**config.mk**
```make
export PLATFORM = sky130hd
export DESIGN_NAME = thermo_spi_responder
export DESIGN_NICKNAME = d
export VERILOG_FILES = /design/src/rtl/thermo_spi_responder.sv
export SDC_FILE = /design/constraint.sdc
export NUM_CORES = 1
export LEC_CHECK = 0
export BUFFER_PORTS_ARGS = -buffer_cell sky130_fd_sc_hd__buf_2
export CAP_MARGIN = 20
export CORE_ASPECT_RATIO = 1.4
export CORE_UTILIZATION = 30
export CTS_CLUSTER_DIAMETER = 60
export DETAILED_ROUTE_END_ITERATION = 6
export PLACE_DENSITY_LB_ADDON = 0.08
export SLEW_MARGIN = 20
export SYNTH_ARGS = -nofsm -noshare
export SYNTH_HDL_FRONTEND = slang
export SYNTH_SLANG_ARGS = --single-unit
```
**constraint.sdc**
```tcl
create_clock -name clk -period 5.4 [get_ports clk]
set_input_delay 0.27 -clock clk [delete_from_list [all_inputs] [get_ports clk]]
set_output_delay 0.27 -clock clk [all_outputs]
set_load 0.005 [all_outputs]
```
**src/rtl/thermo_spi_responder.sv**
```systemverilog
// thermo_spi_responder: SPI device that emulates a MAX31855-style thermocouple converter.
// A 32-bit frame is built from the parallel temperature and fault inputs on `load`. It becomes
// readable after a modelled conversion time and is shifted out MSB first on MISO.
//
// Frame layout: [31:18] tc_temp, [17] 0, [16] |fault_in, [15:4] junction_temp, [3] 0,
//               [2:0] fault_in {SCV, SCG, OC}.
//
// Parameters:
//   SYNC_STAGES  synchronizer depth for sclk and cs_n (minimum 2)
//   CONV_CYCLES  clk cycles from a load until the new frame becomes readable
//
// Ports:
//   clk, rst          system clock; asynchronous active-high reset
//   sclk, cs_n        SPI clock (CPOL=0) and active-low select, asynchronous to clk
//   miso              serial data; changes on synchronized sclk/cs_n falling edges
//   tc_temp           14-bit signed thermocouple temperature
//   junction_temp     12-bit signed junction temperature
//   fault_in          fault flags
//   load              one-cycle strobe that captures the inputs into the staging frame
//   conv_busy         high while a conversion is pending
//   frame_done        one-cycle pulse after the 32nd bit has been shifted out
//
// Build option: define THERMO_SPI_RESP_TRISTATE_EN to drive miso as 1'bz while idle.
// Without it, miso is driven 0 while idle.

module thermo_spi_responder #(
  parameter int unsigned SYNC_STAGES = 2,
  parameter int unsigned CONV_CYCLES = 800
) (
  input  logic        clk,
  input  logic        rst,
  input  logic        sclk,
  input  logic        cs_n,
  output logic        miso,
  input  logic [13:0] tc_temp,
  input  logic [11:0] junction_temp,
  input  logic [2:0]  fault_in,
  input  logic        load,
  output logic        conv_busy,
  output logic        frame_done
);

  localparam int unsigned CntW = (CONV_CYCLES > 1) ? $clog2(CONV_CYCLES) : 1;
  localparam logic [CntW-1:0] CntLast = CntW'(CONV_CYCLES - 1);

  typedef enum logic [1:0] {StIdle, StShift, StTail} state_e;

  logic [SYNC_STAGES-1:0] sclk_sync_q, sclk_sync_d;
  logic [SYNC_STAGES-1:0] cs_sync_q, cs_sync_d;
  logic                   sclk_prev_q, cs_prev_q;
  logic                   sclk_s, cs_s, sclk_fall, cs_fall, cs_rise;

  state_e      state_q, state_d;
  logic [31:0] shift_q, shift_d;
  logic [4:0]  bit_cnt_q, bit_cnt_d;
  logic        frame_done_q, frame_done_d;

  logic [31:0]     staging_q, staging_d;
  logic [31:0]     result_q, result_d;
  logic [CntW-1:0] conv_cnt_q, conv_cnt_d;
  logic            conv_busy_q, conv_busy_d;
  logic [31:0]     frame_in;

  assign frame_in = {tc_temp, 1'b0, |fault_in, junction_temp, 1'b0, fault_in};

  // Synchronizers and edge detection on the last synchronized stage.
  always_comb begin
    sclk_sync_d = {sclk_sync_q[SYNC_STAGES-2:0], sclk};
    cs_sync_d   = {cs_sync_q[SYNC_STAGES-2:0], cs_n};
  end

  assign sclk_s    = sclk_sync_q[SYNC_STAGES-1];
  assign cs_s      = cs_sync_q[SYNC_STAGES-1];
  assign sclk_fall = sclk_prev_q & ~sclk_s;
  assign cs_fall   = cs_prev_q & ~cs_s;
  assign cs_rise   = ~cs_prev_q & cs_s;

  // Conversion model. On expiry with cs_n low, the counter parks at its last value and
  // conv_busy stays high. The result update is then applied in the first cycle that sees
  // cs_n high again.
  always_comb begin
    staging_d   = staging_q;
    result_d    = result_q;
    conv_cnt_d  = conv_cnt_q;
    conv_busy_d = conv_busy_q;
    if (load) begin
      staging_d   = frame_in;
      conv_cnt_d  = '0;
      conv_busy_d = 1'b1;
    end else if (conv_busy_q) begin
      if (conv_cnt_q == CntLast) begin
        if (cs_s) begin
          result_d    = staging_q;
          conv_busy_d = 1'b0;
        end
      end else begin
        conv_cnt_d = conv_cnt_q + CntW'(1);
      end
    end
  end

  // Serializer. miso is the MSB of the shift register. Zeros are shifted in, so the register
  // is already empty once the frame has gone out, and tail bits read as 0.
  always_comb begin
    state_d      = state_q;
    shift_d      = shift_q;
    bit_cnt_d    = bit_cnt_q;
    frame_done_d = 1'b0;
    if (cs_rise) begin
      state_d = StIdle;
      shift_d = '0;
    end else begin
      unique case (state_q)
        StIdle: begin
          if (cs_fall) begin
            state_d   = StShift;
            shift_d   = result_q;
            bit_cnt_d = 5'd31;
          end
        end
        StShift: begin
          if (sclk_fall) begin
            shift_d = {shift_q[30:0], 1'b0};
            if (bit_cnt_q == 5'd0) begin
              state_d      = StTail;
              frame_done_d = 1'b1;
            end else begin
              bit_cnt_d = bit_cnt_q - 5'd1;
            end
          end
        end
        StTail: begin
          shift_d = '0;
        end
        default: begin
          state_d = StIdle;
          shift_d = '0;
        end
      endcase
    end
  end

  always_ff @(posedge clk or posedge rst) begin
    if (rst) begin
      sclk_sync_q  <= '0;
      cs_sync_q    <= '1;
      sclk_prev_q  <= 1'b0;
      cs_prev_q    <= 1'b1;
      state_q      <= StIdle;
      shift_q      <= '0;
      bit_cnt_q    <= '0;
      frame_done_q <= 1'b0;
      staging_q    <= '0;
      result_q     <= '0;
      conv_cnt_q   <= '0;
      conv_busy_q  <= 1'b0;
    end else begin
      sclk_sync_q  <= sclk_sync_d;
      cs_sync_q    <= cs_sync_d;
      sclk_prev_q  <= sclk_s;
      cs_prev_q    <= cs_s;
      state_q      <= state_d;
      shift_q      <= shift_d;
      bit_cnt_q    <= bit_cnt_d;
      frame_done_q <= frame_done_d;
      staging_q    <= staging_d;
      result_q     <= result_d;
      conv_cnt_q   <= conv_cnt_d;
      conv_busy_q  <= conv_busy_d;
    end
  end

`ifdef THERMO_SPI_RESP_TRISTATE_EN
  assign miso = (state_q == StIdle) ? 1'bz : shift_q[31];
`else
  assign miso = shift_q[31];
`endif

  assign conv_busy  = conv_busy_q;
  assign frame_done = frame_done_q;

endmodule
```
==> impl_results.md <==
- Synthesized area per cell: 12.5 um2
- Critical path launch point: cs_prev_q$_DFF_PP1_
- Initial Utilization: ~30%
- ANT nets after route: 0
- First-pass GRT wire length: about 17000 um
- Cell Pwr Density: around 380 nW/um2
- Final WS setup: around 2500 ps
- H-tree level count: 4
- Final instance area: ~5900 um2
- Leading cell types in the layout, fill and taps excluded: dfrtp_1 (114), mux2_2 (61), nand3_1 (36), buf_2 (36), o21ai_0 (32)
- Crit path max fanout: 33
- # setup viols final: 0
- Final Hold Viols: 0
- Startpoint Class: flip-flop
- P_leak: between 2 and 3 nW
- RSZ-0062 raised after global routing: no
- Rel. slew slack: approximately a quarter
- Ys flop type: dfrtp_1
- Vias: between 3000 and 4000
- Max IR drop VDD: slightly above 0.2 mV
- Row count: between 50 and 60
- Worst skew pair latency: slightly above 400 ps
- DP Wirelength: around 6000 um
- Largest net degree at the start of global routing: between 60 and 70
- Fraction of registers with async set/reset: between 90% and 100%
- Die height: between 150 and 200 um
- CTS tree: done
- Drt via density: approximately 5
- Setup crit end kind: flip-flop
- Worst slew pin tran: ~1100 ps
- Io pins: 37
- Syn Nets: about 430
- Synth Register Bits: 117
- Skew final: approximately 9.5 ps
- Drt first pass iters: 4
- CTS root buffer: clkbuf_16
- Cell variety after synth: 43
- Fmax: about 340 MHz
- Share of post-route cells with drive strength above 1: 32.7%
- CP Class: flip-flop to flip-flop
- Outcome: finished, final reports clean
- Synth Warn #: 0
- Die width: roughly 110 um
- GRT overflow: 0
- Most common cell after layout, fill and taps aside: dfrtp_1
- Number of clock sinks: about 120
- Min Tclk post-route: approximately 3000 ps
- Cts bufs inserted: 17
- Vias in the first global route: 3270
- Port Buf Inserts: 36
- Final Util: around 37%
- Number of synthesized flops with an enable pin: 0
- Clk slew on worst S/H paths: ~50 ps
- Mapped cell area: about 4900 um2
- Final nets: 470
- Non-filler instance count after layout: roughly 640
- Sequential share of the synthesized area: between 50% and 60%
- Worst hold path type: primary input to flip-flop
- Routability cong.: around 0.75
- Worst hold start: tc_temp[7]
- DRT Wirelength: approximately 10000 um
- Residual DRC count: 0
- Arr. time, crit path: ~3200 ps
- Total negative slack: 0 ps
- DP Area: roughly 5300 um2
- Worst EP required: 5690 ps
- Cells after synthesis: between 300 and 400
- Longest Clk Path Bufs: 2
- Core footprint: between 15000 and 20000 um2
- Synth-to-layout area growth: 19.1%
- Fill cells: 1603
- R2R Path Start: cs_prev_q$_DFF_PP1_
- Worst Setup Slack post-DPL: 2460 ps
- Die ar.: around 17000 um2
- 1st-iter DRT viols: ~120
- Placed cell count: between 600 and 700
- N_diodes: 0
- Period utilization: between 50 and 60%
- Final Slew Violations: 0
- Initial antenna violation count: 0
- Total of max-cap violations: 0
- Tot GR Track Use: 13.3%
- DR WL/cell: 15.6 um
==> report_power, final <==
| part | total [mW] | internal, mW | switching [mW] |
|---|---|---|---|
| combinational | 0.192 | 0.0728 | 0.119 |
| clock | 1.06 | 0.697 | 0.366 |
| sequential | 0.962 | 0.925 | 0.0369 |
==> path summary, 6_finish.rpt <==
| path | endpoint | slack [ps] | cells after the start |
|---|---|---|---|
| max in group asynchronous | result_q[8]$_DFFE_PP0P_ | 3560 | 4 |
| min reg2reg | sclk_sync_q[1]$_DFF_PP0_ | 350 | 0 |
| max reg2reg | shift_q[1]$_DFFE_PP0P_ | 2450 | 7 |
| min | staging_q[25]$_DFFE_PP0P_ | 90 | 2 |
| max | shift_q[1]$_DFFE_PP0P_ | 2450 | 7 |
| min in group asynchronous | staging_q[31]$_DFFE_PP0P_ | 520 | 3 |
==> per-layer routing <==
metal	vias to the layer above	part of all wire, %	track usage (%)
li1	1502	-	-
met1	1644	45	16.0
met2	54	50	21.4
met3	14	3.5	4.07
met4	0	1.9	6.02
met5	-	0	0
==> kinds of logic (layout without fill, tap and decap cells) <==
family / after synthesis / after routing / synth area share, %
DFF: 117 / 117 / 59.4
and+or+nand+nor: 87 / 87 / 9.87
AOI/OAI and AO/OA: 84 / 84 / 11.2
muxes: 63 / 63 / 14.4
buffers and inverters: 35 / 80 / 3.25
xor gates and xnor gates: 5 / 5 / 0.888
adders and majority gates: 4 / 4 / 1.01
==> registers in the layout, summed over array words and instances (netlist names) <==
| name | count |
|---|---|
| bit_cnt_q | 5 |
| conv_busy | 1 |
| conv_cnt_q | 10 |
| cs_prev_q | 1 |
| cs_sync_q | 2 |
| frame_done | 1 |
| result_q | 30 |
| sclk_prev_q | 1 |
| sclk_sync_q | 2 |
| shift_q | 32 |
| staging_q | 30 |
| state_q | 2 |
==> what timing repair did <==
action	4_1_cts	5_1_grt
endpoints found under the setup margin	0	0
buffers inserted	0	0
hold buffers	3	0
endpoints found under the hold margin	53	0
gates resized for setup	0	0
==> cells in the mapped netlist (4+ instances only) <==
| cell type | instances | area, um2 |
|---|---|---|
| dfrtp_1 | 114 | 2850 |
| mux2_2 | 61 | 687 |
| nand3_1 | 36 | 180 |
| o21ai_0 | 32 | 160 |
| a22oi_1 | 27 | 203 |
| clkbuf_1 | 18 | 67.6 |
| nor2_1 | 14 | 52.6 |
| nand2_1 | 9 | 33.8 |
| a21oi_1 | 8 | 40.0 |
| inv_1 | 8 | 30.0 |
| nor3_1 | 7 | 35.0 |
| a22o_1 | 5 | 43.8 |
| buf_2 | 5 | 25.0 |
| nand2b_1 | 5 | 31.3 |
| ha_1 | 4 | 50.1 |
==> critical path: stages (launching register included) <==
cell and delay, ps:
dfstp_2 530, inv_1 40, ha_1 280, nand2b_1 200, o22ai_2 100, buf_4 330, and2_1 920, mux2_2 420
==> final cells by class <==
class | instances | area (um2) | area share, %
flip-flops and latches | 117 | 2930 | 49.9
multi-input cells | 243 | 1860 | 31.6
clock buffers | 21 | 470 | 8.00
repair buffers | 45 | 255 | 4.34
well taps | 199 | 249 | 4.24
clock inverters | 6 | 80.1 | 1.36
inverters | 8 | 32.5 | 0.553
==> stage by stage <==
stage	power [mW]	hold slack, ps
2_1_floorplan	1.11	274
3_3_place_gp	1.16	340
3_5_place_dp	1.17	340
4_1_cts	2.26	67.8
5_1_grt	2.33	76.2
6_report	2.22	85.7
(Power assumes the default switching activity.)
